===== config.mk =====
export PLATFORM = sky130hd
export DESIGN_NAME = draw_pixunpack
export DESIGN_NICKNAME = d
export VERILOG_FILES = /design/src/rtl/draw_pixunpack_pkg.sv /design/src/rtl/draw_pixunpack.sv
export SDC_FILE = /design/constraint.sdc
export NUM_CORES = 1
export LEC_CHECK = 0
export ABC_AREA = 1
export CAP_MARGIN = 5
export CORE_MARGIN = 3
export CORE_UTILIZATION = 49
export DETAILED_ROUTE_END_ITERATION = 16
export PLACE_DENSITY = 0.87
export REMOVE_ABC_BUFFERS = 1
export SETUP_SLACK_MARGIN = 0.1
export SLEW_MARGIN = 20
export SYNTH_ARGS = -nofsm -noshare
export SYNTH_HDL_FRONTEND = slang
export SYNTH_SLANG_ARGS = --single-unit

===== constraint.sdc =====
create_clock -name CLK -period 2.65 [get_ports CLK]
set_input_delay 0.53 -clock CLK [delete_from_list [all_inputs] [get_ports CLK]]
set_output_delay 0.53 -clock CLK [all_outputs]
set_load 0.01 [all_outputs]

===== src/rtl/draw_pixunpack_pkg.sv =====
// Shared drawing package: FSM state encoding, pixel format codes and
// pixels-per-word constants used by the pixel unpacker.
package draw_pixunpack_pkg;

  typedef enum logic [2:0] {
    ST_IDLE  = 3'd0,
    ST_FETCH = 3'd1,
    ST_WAIT  = 3'd2,
    ST_EMIT  = 3'd3,
    ST_FIN   = 3'd4
  } state_t;

  localparam logic FMT_16BPP = 1'b0;
  localparam logic FMT_32BPP = 1'b1;

  localparam int PPW_16BPP = 4;
  localparam int PPW_32BPP = 2;

  // Index of the final pixel slot in a 64-bit word for the given format.
  function automatic logic [1:0] last_idx(input logic fmt);
    if (fmt == FMT_32BPP) begin
      return 2'(PPW_32BPP - 1);
    end
    return 2'(PPW_16BPP - 1);
  endfunction

endpackage


===== src/rtl/draw_pixunpack.sv =====
// Pixel unpacker: reads 64-bit words from a source buffer and emits them
// as individual 16bpp (zero-extended) or 32bpp pixels, little-endian,
// starting at FIRSTOFS in the first word. One read is outstanding at most;
// the next read is launched while the last pixel of a word is accepted so a
// steady stream costs one bubble cycle per word.
//
// Handshake: a pixel transfers on a clock edge where PIX_VALID & PIX_READY.
// While PIX_VALID=1 and PIX_READY=0 the pixel outputs hold stable. Source
// data answers BUF_RD exactly one cycle later with SRC_VALID; SRC_VALID with
// no read outstanding is a protocol error (sticky ERR) and its data is dropped.
module draw_pixunpack
  import draw_pixunpack_pkg::*;
(
  input  logic        CLK,
  input  logic        RST_X,
  input  logic        INIT,
  input  logic        START,
  input  logic [15:0] PIXCNT,
  input  logic        FMT,
  input  logic [1:0]  FIRSTOFS,
  input  logic [63:0] SRC_DATA,
  input  logic        SRC_VALID,
  input  logic        SRC_EMPTY,
  output logic        BUF_RD,
  output logic [31:0] PIX_DATA,
  output logic        PIX_VALID,
  input  logic        PIX_READY,
  output logic        PIX_LAST,
  output logic        BUSY,
  output logic        DONE,
  output logic        ERR,
  output logic [2:0]  DBG_STATE
);

  state_t      r_state;
  state_t      w_next;
  logic [15:0] r_rem;
  logic        r_fmt;
  logic [1:0]  r_idx;
  logic [63:0] r_word;
  logic        r_pend;
  logic        r_err;

  logic        w_rst;
  logic        w_acc;
  logic        w_word_end;
  logic        w_cap;
  logic        w_rd;
  logic        w_start;
  logic [31:0] w_pix;

  // INIT behaves exactly like the hardware reset and wins over everything.
  assign w_rst      = !RST_X || INIT;
  assign w_start    = (r_state == ST_IDLE) && START;
  assign w_acc      = (r_state == ST_EMIT) && PIX_READY;
  assign w_word_end = (r_idx == last_idx(r_fmt));
  assign w_cap      = SRC_VALID && r_pend;

  // State register.
  always_ff @(posedge CLK) begin
    if (w_rst) begin
      r_state <= ST_IDLE;
    end else begin
      r_state <= w_next;
    end
  end

  // Next-state and read-strobe decode; a read is only launched when the
  // buffer has data and nothing is already in flight.
  always_comb begin
    w_next = r_state;
    w_rd   = 1'b0;
    case (r_state)
      ST_IDLE: begin
        if (START) begin
          w_next = (PIXCNT == 16'd0) ? ST_FIN : ST_FETCH;
        end
      end
      ST_FETCH: begin
        if (!SRC_EMPTY && !r_pend) begin
          w_rd   = 1'b1;
          w_next = ST_WAIT;
        end
      end
      ST_WAIT: begin
        if (w_cap) begin
          w_next = ST_EMIT;
        end
      end
      ST_EMIT: begin
        if (w_acc) begin
          if (r_rem == 16'd1) begin
            w_next = ST_FIN;
          end else if (w_word_end) begin
            if (!SRC_EMPTY && !r_pend) begin
              w_rd   = 1'b1;
              w_next = ST_WAIT;
            end else begin
              w_next = ST_FETCH;
            end
          end
        end
      end
      ST_FIN: begin
        w_next = ST_IDLE;
      end
      default: begin
        w_next = ST_IDLE;
      end
    endcase
  end

  // Outstanding-read flag and sticky protocol error.
  always_ff @(posedge CLK) begin
    if (w_rst) begin
      r_pend <= 1'b0;
      r_err  <= 1'b0;
    end else begin
      if (w_rd) begin
        r_pend <= 1'b1;
      end else if (SRC_VALID) begin
        r_pend <= 1'b0;
      end
      if (SRC_VALID && !r_pend) begin
        r_err <= 1'b1;
      end
    end
  end

  // Word register: only solicited data is captured.
  always_ff @(posedge CLK) begin
    if (w_rst) begin
      r_word <= 64'd0;
    end else if (w_cap) begin
      r_word <= SRC_DATA;
    end
  end

  // Transfer parameters, remaining count and pixel index within the word.
  always_ff @(posedge CLK) begin
    if (w_rst) begin
      r_rem <= 16'd0;
      r_fmt <= FMT_16BPP;
      r_idx <= 2'd0;
    end else if (w_start) begin
      r_rem <= PIXCNT;
      r_fmt <= FMT;
      r_idx <= (FMT == FMT_32BPP) ? {1'b0, FIRSTOFS[0]} : FIRSTOFS;
    end else if (w_acc) begin
      r_rem <= r_rem - 16'd1;
      r_idx <= w_word_end ? 2'd0 : r_idx + 2'd1;
    end
  end

  // Little-endian pixel select out of the held word.
  always_comb begin
    w_pix = 32'd0;
    if (r_fmt == FMT_32BPP) begin
      w_pix = r_idx[0] ? r_word[63:32] : r_word[31:0];
    end else begin
      case (r_idx)
        2'd0:    w_pix = {16'd0, r_word[15:0]};
        2'd1:    w_pix = {16'd0, r_word[31:16]};
        2'd2:    w_pix = {16'd0, r_word[47:32]};
        default: w_pix = {16'd0, r_word[63:48]};
      endcase
    end
  end

  assign BUF_RD    = w_rd;
  assign PIX_VALID = (r_state == ST_EMIT);
  assign PIX_DATA  = PIX_VALID ? w_pix : 32'd0;
  assign PIX_LAST  = PIX_VALID && (r_rem == 16'd1);
  assign BUSY      = (r_state != ST_IDLE);
  assign DONE      = (r_state == ST_FIN);
  assign ERR       = r_err;
  assign DBG_STATE = r_state;

endmodule


## Word level (Yosys, flattened, before mapping)

Cells that the tools add are included.

| word-level totals | value |
|---|---|
| register bits | 88 |
| latch bits | 0 |
| RAM bits | 0 |
| memory bits (read-only) | 0 |
| bits of input ports | 90 |
| output and inout bits | 41 |
| memories | 0 |

| cells by class | value |
|---|---|
| add/subtract/negate cells | 2 |
| multipliers | 0 |
| divide/modulo/power cells | 0 |
| order comparisons | 0 |
| eq/ne operators | 13 |
| shifts and indexed selects | 0 |
| muxes and demuxes | 29 |
| bitwise operators | 0 |
| reduce and logical (&&, ||, !) cells | 17 |

Operators with widths:

| kind | number |
|---|---|
| $mux W32 | 3 |
| $pmux W16 S3 | 1 |
| $mux W16 | 2 |
| $mux W3 | 7 |
| $eq A16 B1 Y1 const B | 1 |
| $logic_not A16 Y1 | 1 |
| $sub A16 B1 Y16 const B | 1 |
| $mux W2 | 7 |
| $pmux W3 S4 | 1 |
| $mux W1 | 7 |
| $eq A3 B2 Y1 const B | 2 |
| $logic_and A1 B1 Y1 | 6 |
| $ne A2 B2 Y1 const B | 3 |
| $reduce_and A5 Y1 | 1 |
| $reduce_bool A2 Y1 | 2 |
| $eq A3 B1 Y1 const B | 1 |
| $eq A3 B3 Y1 const B | 1 |
| $logic_not A1 Y1 | 3 |
| $logic_not A3 Y1 | 1 |
| $ne A3 B1 Y1 const B | 1 |
| $reduce_bool A3 Y1 | 1 |
| $add A2 B1 Y2 const B | 1 |
| $eq A2 B1 Y1 const B | 1 |
| $eq A2 B2 Y1 | 1 |
| other kinds (5) | 5 |

## Logic depth before layout (Yosys ltp)

Gate-level depths: netlist (run 1).

| depth | value |
|---|---|
| depth in word-level cells | 8 |
| depth in mapped cells | 11 |

## Worst setup path before layout (run 1)

OpenSTA, ideal clock, no wires.

| timing | value |
|---|---|
| kind | flip-flop to output port |
| from | register r_idx[0] |
| to | output PIX_DATA[15] |
| arrival | 1.617 ns |
| slack | 0.503 ns |
| cell stages (with the launch flop) | 10 |
| cell sequence | dfxtp_1 -> buf_2 -> inv_1 -> ha_1 -> clkbuf_1 -> buf_2 -> a21oi_1 -> o211ai_1 -> o211ai_1 -> a21oi_1 |

| between the ends | value |
|---|---|
| word-level cells in the longest chain between the ends | 4 |

Ends and longest elaborated chain:

| element | RTL line | RTL |
|---|---|---|
| from (decl) | draw_pixunpack.sv:39 | `logic [1:0] r_idx;` |
| from (signal assigned) | draw_pixunpack.sv:148 | `r_idx <= (FMT == FMT_32BPP) ? {1'b0, FIRSTOFS[0]} : FIRSTOFS;` |
| from (signal assigned) | draw_pixunpack.sv:151 | `r_idx <= w_word_end ? 2'd0 : r_idx + 2'd1;` |
| $eq A2 B2 Y1, or another cell as far along | draw_pixunpack.sv:161 | `case (r_idx)` |
| $pmux W16 S3 | draw_pixunpack.sv:161 |  |
| $mux W32 * | draw_pixunpack.sv:158 | `if (r_fmt == FMT_32BPP) begin` |
| $mux W32 * | draw_pixunpack.sv:172 | `assign PIX_DATA = PIX_VALID ? w_pix : 32'd0;` |
| to (decl) | draw_pixunpack.sv:25 | `output logic [31:0] PIX_DATA,` |

Every way passes the cells marked *; elsewhere a longest branch is shown, timed or not.

## Worst setup path in the final report (run 1)

| timing | value |
|---|---|
| from | register r_idx[0] |
| to | output PIX_DATA[10] |

Same word-level chain as after synthesis.

==> run_results.csv, run 1 <==
group,metric,value,unit
critical_path,cp-start-kind,"flip-flop",
place,dp_cells,958,
power,irDropWorstVdd,0.281,mV
synthesis,ys_warn_count,0,
finish,area_growth,36.3,%
synthesis,synth_seq_area_share,36.6,%
die,die_w,105,um
place,io_buffers,130,
finish,final_cell_area,6550,um2
detailed_routing,routed_via_density,5.52,
die,ios,131,
critical_path,critPathRequiredTime,2.12,ns
sta,timing.final.hold_violations,0,
flow_run,maxCapViolations,0,
min_path,hold_path_class,"reg -> reg",
die,core_area,9370,um2
critical_path,end_kind,"output pin",
synthesis,syn_area_per_cell,6.64,um2
clocking,clk_pin_slew,0.10,ns
place,place_area,6250,um2
detailed_routing,vias,5422,
detailed_routing,drt_iter0_drc,388,
finish,stdcell_count,982,
global_route,overflow,0,
critical_path,crit_chain,"inv_4, ha_4, clkinvlp_4, buf_4, o221ai_1, o211ai_1, a21oi_1, clkdlybuf4s15_1",
clocking,clock-sinks,88,
clocking,cts_hold_buf,0,
finish,final_nets,944,
place,gp_congestion,0.901,
finish,drive_gt1_share,11.5,%
sta,worst_pin_slew,0.397,ns
sta,fmaxAchievable,400,MHz
clocking,cts.path.max_buffers,2,
detailed_routing,dr.pass1.iters,8,
global_route,grt_use_total,26.7,%
clocking,clk_latency,0.36,ns
synthesis,ys_types,32,
die,die_h,105,um
die,die-area,11000,um2
die,initial_core_util,51.3,%
clocking,cts-buffers-inserted,9,
sta,fin_skew,0.0104,ns
synthesis,synthCells,724,
clocking,cts_tree,"yes",
global_route,antenna_found_initial,0,
power,power_density,418,nW/um2
detailed_routing,wire_per_inst,15.4,um
sta,slew_headroom,73.5,%
sta,slew_viol_final,0,
critical_path,critPathMaxFanout,5,
detailed_routing,drc,0,
synthesis,ys_ff_latch,88,
critical_path,max_stage_delay,0.39,ns
sta,hold_ws,0.489,ns
finish,antenna_cells,0,
sta,timing.final.crit_period,2.50,ns
critical_path,slowest_stage,"dfxtp_4",
clocking,cts_root_buf,"clkbuf_8",
global_route,grt_max_degree,96,
die,rows,35,
sta,setup_viol,0,
power,leakagePower,2.62,nW
critical_path,crit_arrival,1.97,ns
synthesis,syn_area,4810,um2
global_route,grt_pass1_wl,24500,um
detailed_routing,drt_wl_total,15200,um
sta,grt_setup_unrepaired,"false",
global_route,grt_pass1_vias,5310,
critical_path,worstSetupPathType,"reg -> out",
sta,finalCritPeriodShare,94.3,%
clocking,cts.htree.levels,3,
place,hpwl,10500,um
outcome,status,"completed",
detailed_routing,final_antenna_net_count,0,
## power by group
| group | switching [W] | internal, W | leakage [nW] |
|---|---|---|---|
| Sequential | 0.0000189 | 0.00134 | 0.713 |
| Clock | 0.000503 | 0.000374 | 0.0826 |
| Combinational | 0.000265 | 0.000240 | 1.82 |
| Total | 0.000786 | 0.00195 | 2.62 |
## timing repair
item                       in CTS  in global routing
setup buffers                   6                  2
gates resized for setup        40                 58
pin swaps                       1                 10
setup endpoints to repair      34                 30
## cell type report
cell class              count  area (um2)
fillers                   813        2820
multi-input cells         519        2640
flip-flops and latches     88        1770
repair buffers            156        1500
inverters                  74         290
well taps                 129         161
clock buffers              11         141
clock inverters             5        40.0
## synth_stat cells (all sizes together)
cell type    n  area share [%]
nor2       152              13
a21oi      103              11
nand2       93             7.9
o21ai       91             9.5
dfxtp       88              37
inv         70             5.5
clkbuf      26             2.0
o211ai      18             2.8
buf         17             2.1
o221ai      15             2.7
a31oi       11             1.4
nand3        9            0.94
xor2         9             1.6
ha           6             1.6
clkinv       4            0.36
nand4        3            0.39
nand3b       2            0.31
or2          2            0.26
a211oi       1            0.16
and3         1            0.13
nor3         1            0.10
o22ai        1            0.13
xnor2        1            0.18
## registers in the layout, indices dropped and copies added (netlist names)
name / flops
DBG_STATE: 3
ERR: 1
r_fmt: 1
r_idx: 2
r_pend: 1
r_rem: 16
r_word: 64
## final timing paths
path         cells after the start                      start                        end  slack [ns]
max                              8      r_idx[0]$_SDFFE_PP0P_               PIX_DATA[10]        0.15
min                              2    r_word[24]$_SDFFE_PP0P_    r_word[24]$_SDFFE_PP0P_        0.49
max reg2reg                     10  DBG_STATE[1]$_SDFFE_PP0P_  DBG_STATE[1]$_SDFFE_PP0P_        1.00
min reg2reg                      2    r_word[24]$_SDFFE_PP0P_    r_word[24]$_SDFFE_PP0P_        0.49
## critical path, delay by kind of cell, from the launching register on
kind,cells,cell delay (ns)
AO/OA/AOI/OAI,3,0.43
adder cells (fa/ha/maj),1,0.14
buffers and inverters,4,0.64
flip-flops,1,0.39
## cell usage in the layout (no fill, tap or decap), types with 2 or more instances in the layout
cell type and count:
nor2_1 143, clkdlybuf4s50_1 97, a21oi_1 96, nand2_1 85, dfxtp_1 84, o21ai_0 84, inv_1 62, buf_4 21
o211ai_1 18, o221ai_1 14, dlymetal6s2s_1 13, a31oi_1 11, clkbuf_2 11, clkbuf_8 10, nand3_1 9, xor2_1 9
a21oi_2 7, o21ai_1 7, nor2_2 6, inv_2 5, clkinvlp_4 5, nand2_2 4, nand2_4 4, dlygate4sd2_1 4
dfxtp_4 3, nor2_4 3, nand4_1 3, ha_1 3, buf_2 3, buf_12 3, clkinv_2 2, clkinv_1 2
or2_1 2, nand3b_1 2, ha_4 2, inv_6 2
## cells by family (layout without fill, tap and decap cells)
group | Yosys count | in the layout | synth area share (%)
buffers and inverters | 117 | 246 | 9.94
adder cells (fa/ha/maj) | 6 | 6 | 1.56
XOR/XNOR | 10 | 10 | 1.82
AND/OR/NAND/NOR | 263 | 263 | 22.6
flip-flops | 88 | 88 | 36.6
AO/OA/AOI/OAI | 240 | 240 | 27.4
## stage by stage
| stage | power (W) | setup TNS [ns] | utilization [%] | setup WS (ns) |
|---|---|---|---|---|
| CTS | 0.00273 | 0 | 69.4 | 0.0977 |
| detailed placement | 0.00186 | 0 | 66.7 | 0.0406 |
| global placement | 0.00186 | 0 | 66.7 | 0.147 |
| finish | 0.00274 | 0 | 69.9 | 0.151 |
| global route | 0.00286 | 0 | 69.9 | 0.0885 |
| floorplan | 0.00163 | -6.38 | - | -0.354 |
## routing by layer
layer	vias up	share of wire, %	track usage, %
met5	-	0	0
met4	0	2.5	8.81
met3	48	9.2	7.97
met2	282	48	44.4
met1	2446	40	32.9
li1	2646	-	-
No activity file was read; power rests on OpenSTA's default activity.
==> run 2: changes to the inputs <==
--- a/config.mk
+++ b/config.mk
@@ -12,2 +12,3 @@
 export DETAILED_ROUTE_END_ITERATION = 16
+export GPL_TIMING_DRIVEN = 0
 export PLACE_DENSITY = 0.87
@@ -15,3 +16,2 @@
 export SETUP_SLACK_MARGIN = 0.1
-export SLEW_MARGIN = 20
 export SYNTH_ARGS = -nofsm -noshare
--- a/constraint.sdc
+++ b/constraint.sdc
@@ -3,2 +3,2 @@
 set_output_delay 0.53 -clock CLK [all_outputs]
-set_load 0.01 [all_outputs]
+set_load 0.1 [all_outputs]
==> run_results.csv, run 2 (synthesis results as in run 1) <==
group,metric,value,unit
die,die-area,11000,um2
global_route,overflow,0,
finish,layout_commonest_cell,"nor2_1",
finish,largest_register_ffs,64,
finish,final_nets,950,
clocking,cts.htree.levels,3,
clocking,cts_root_buf,"clkbuf_8",
global_route,grt_pass1_vias,5229,
sta,timing.final.crit_period,2.68,ns
power,irDropWorstVdd,0.331,mV
clocking,clk_pin_slew,0.09,ns
detailed_routing,dr.pass1.iters,6,
outcome,violations,"negative setup slack",
sta,fin_skew,0.0101,ns
sta,setup_viol,1,
place,place_area,6120,um2
sta,grt_setup_unrepaired,"true",
sta,finalCritPeriodShare,101,%
detailed_routing,routed_via_density,5.79,
global_route,grt_pass1_wl,25300,um
critical_path,worstSetupPathType,"reg -> out",
critical_path,r2r_start,"r_pend$_SDFFE_PP0P_",
finish,multi_input_area,2800,um2
detailed_routing,wire_per_inst,17.1,um
sta,slew_headroom,34.8,%
finish,drive_gt1_share,17.7,%
clocking,cts.path.max_buffers,2,
outcome,status,"finished, violations left",
sta,worst_slack,-0.0332,ns
sta,fmaxAchievable,373,MHz
clocking,cts_tree,"yes",
global_route,grt_use_total,27.8,%
finish,final_cell_area,6920,um2
finish,register_area,1770,um2
power,p_comb_share,19.4,%
sta,worst_pin_slew,0.976,ns
die,rows,35,
finish,final_cell_mix,"nor2_1 (144), clkdlybuf4s50_1 (92), nand2_1 (85)",
flow_run,maxCapViolations,0,
detailed_routing,drt_wl_total,16900,um
power,p_int,0.00214,W
die,core_area,9370,um2
detailed_routing,routed.top_layer,"met4",
place,gp_congestion,0.891,
die,initial_core_util,51.3,%
critical_path,path_buf_inv,4,
detailed_routing,met3_length,1580,um
power,power_density,438,nW/um2
clocking,clock-sinks,88,
sta,slew_viol_final,0,
finish,fill_cells,698,
die,die_h,105,um
global_route,grt_max_degree,56,
critical_path,crit_chain,"inv_4, ha_4, clkinvlp_4, buf_12, o211ai_1, o211ai_1, a21oi_1, buf_6",
critical_path,r2r_slack,0.60,ns
detailed_routing,drt_iter0_drc,421,
finish,antenna_cells,0,
clocking,cts_hold_buf,0,
min_path,min_from,"ERR$_SDFFE_PP0P_",
critical_path,cp-start-kind,"flip-flop",
detailed_routing,vias,5722,
detailed_routing,final_antenna_net_count,0,
die,die_w,105,um
power,swShare,29.5,%
finish,regMostFlops,"r_word",
detailed_routing,route.met2.wl,8040,um
power,p_seq_share,44.9,%
place,hpwl,9840,um
power,leakagePower,2.54,nW
finish,area_growth,43.9,%
sta,setup_tns,-0.0332,ns
global_route,antenna_found_initial,0,
clocking,clk_latency,0.37,ns
detailed_routing,drc,0,
die,ios,131,
detailed_routing,wl_met1,6680,um
power,power.share.clock,35.7,%
critical_path,max_stage_delay,0.40,ns
sta,timing.final.hold_violations,0,
critical_path,worstSetupStartpoint,"r_idx[0]$_SDFFE_PP0P_",
critical_path,slowest_stage,"dfxtp_4",
min_path,hold_path_class,"reg -> reg",
critical_path,critPathMaxFanout,16,
critical_path,end_kind,"output pin",
place,io_buffers,130,
critical_path,critPathRequiredTime,2.12,ns
clocking,cts-buffers-inserted,9,
critical_path,critical_path.most_common_cell,"o211ai_1",
critical_path,crit_arrival,2.15,ns
place,place_ws,-1.05,ns
power,netSwitchingPower,0.000896,W
critical_path,crit_family,"buffers and inverters",
## run 2: metrics by stage
step	power, W	util [%]	hold WS (ns)	cells
floorplan	0.00167	-	0.450	681
global route	0.00313	73.9	0.523	988
detailed placement	0.00190	65.3	0.464	942
finish	0.00303	73.9	0.487	988
global placement	0.00188	64.8	0.457	940
CTS	0.00298	69.7	0.489	973
## run 2: timing repair
| item | 4_1_cts | 5_1_grt |
|---|---|---|
| cloned | 2 | 0 |
| pin swaps | 3 | 17 |
| setup endpoints to repair | 58 | 56 |
| buffers inserted | 13 | 15 |
| gates resized for setup | 247 | 67 |
## run 2: final timing paths
check	cells past startpoint	end
max	8	PIX_DATA[15]
min	2	ERR$_SDFFE_PP0P_
max reg2reg	8	DBG_STATE[1]$_SDFFE_PP0P_
min reg2reg	2	ERR$_SDFFE_PP0P_
## run 2: routing by layer
layer	GRT usage [%]	vias up
li1	-	2664
met4	11.6	0
met3	5.50	61
met1	35.4	2600
met5	0	-
met2	45.9	397
## run 2: worst register-to-register path, stage by stage, from the launching register on
cell	delay, ns
dfxtp_1	0.37
nand2_2	0.47
inv_6	0.48
nor2_1	0.12
nand3b_1	0.18
nor2_2	0.15
nand2_1	0.07
nand2_1	0.07
nor2_2	0.04
## run 2: cell type report
| class | count | area share, % |
|---|---|---|
| clock inverter | 7 | 1.46 |
| sequential | 88 | 25.6 |
| inverter | 74 | 4.48 |
| tap | 129 | 2.33 |
| clock buffer | 9 | 1.79 |
| timing repair inverter | 1 | 0.108 |
| multi-input combinational | 520 | 40.4 |
| timing repair buffer | 160 | 23.8 |
## run 2: power by group through the flow
| stage | combinational [W] | clock (W) | sequential [W] |
|---|---|---|---|
| after floorplan | 0.000257 | 0 | 0.00141 |
| after global placement | 0.000490 | 0 | 0.00140 |
| after detailed placement | 0.000509 | 0 | 0.00139 |
| after CTS | 0.000539 | 0.00108 | 0.00136 |
| after global routing | 0.000633 | 0.00114 | 0.00136 |
| final | 0.000588 | 0.00108 | 0.00136 |
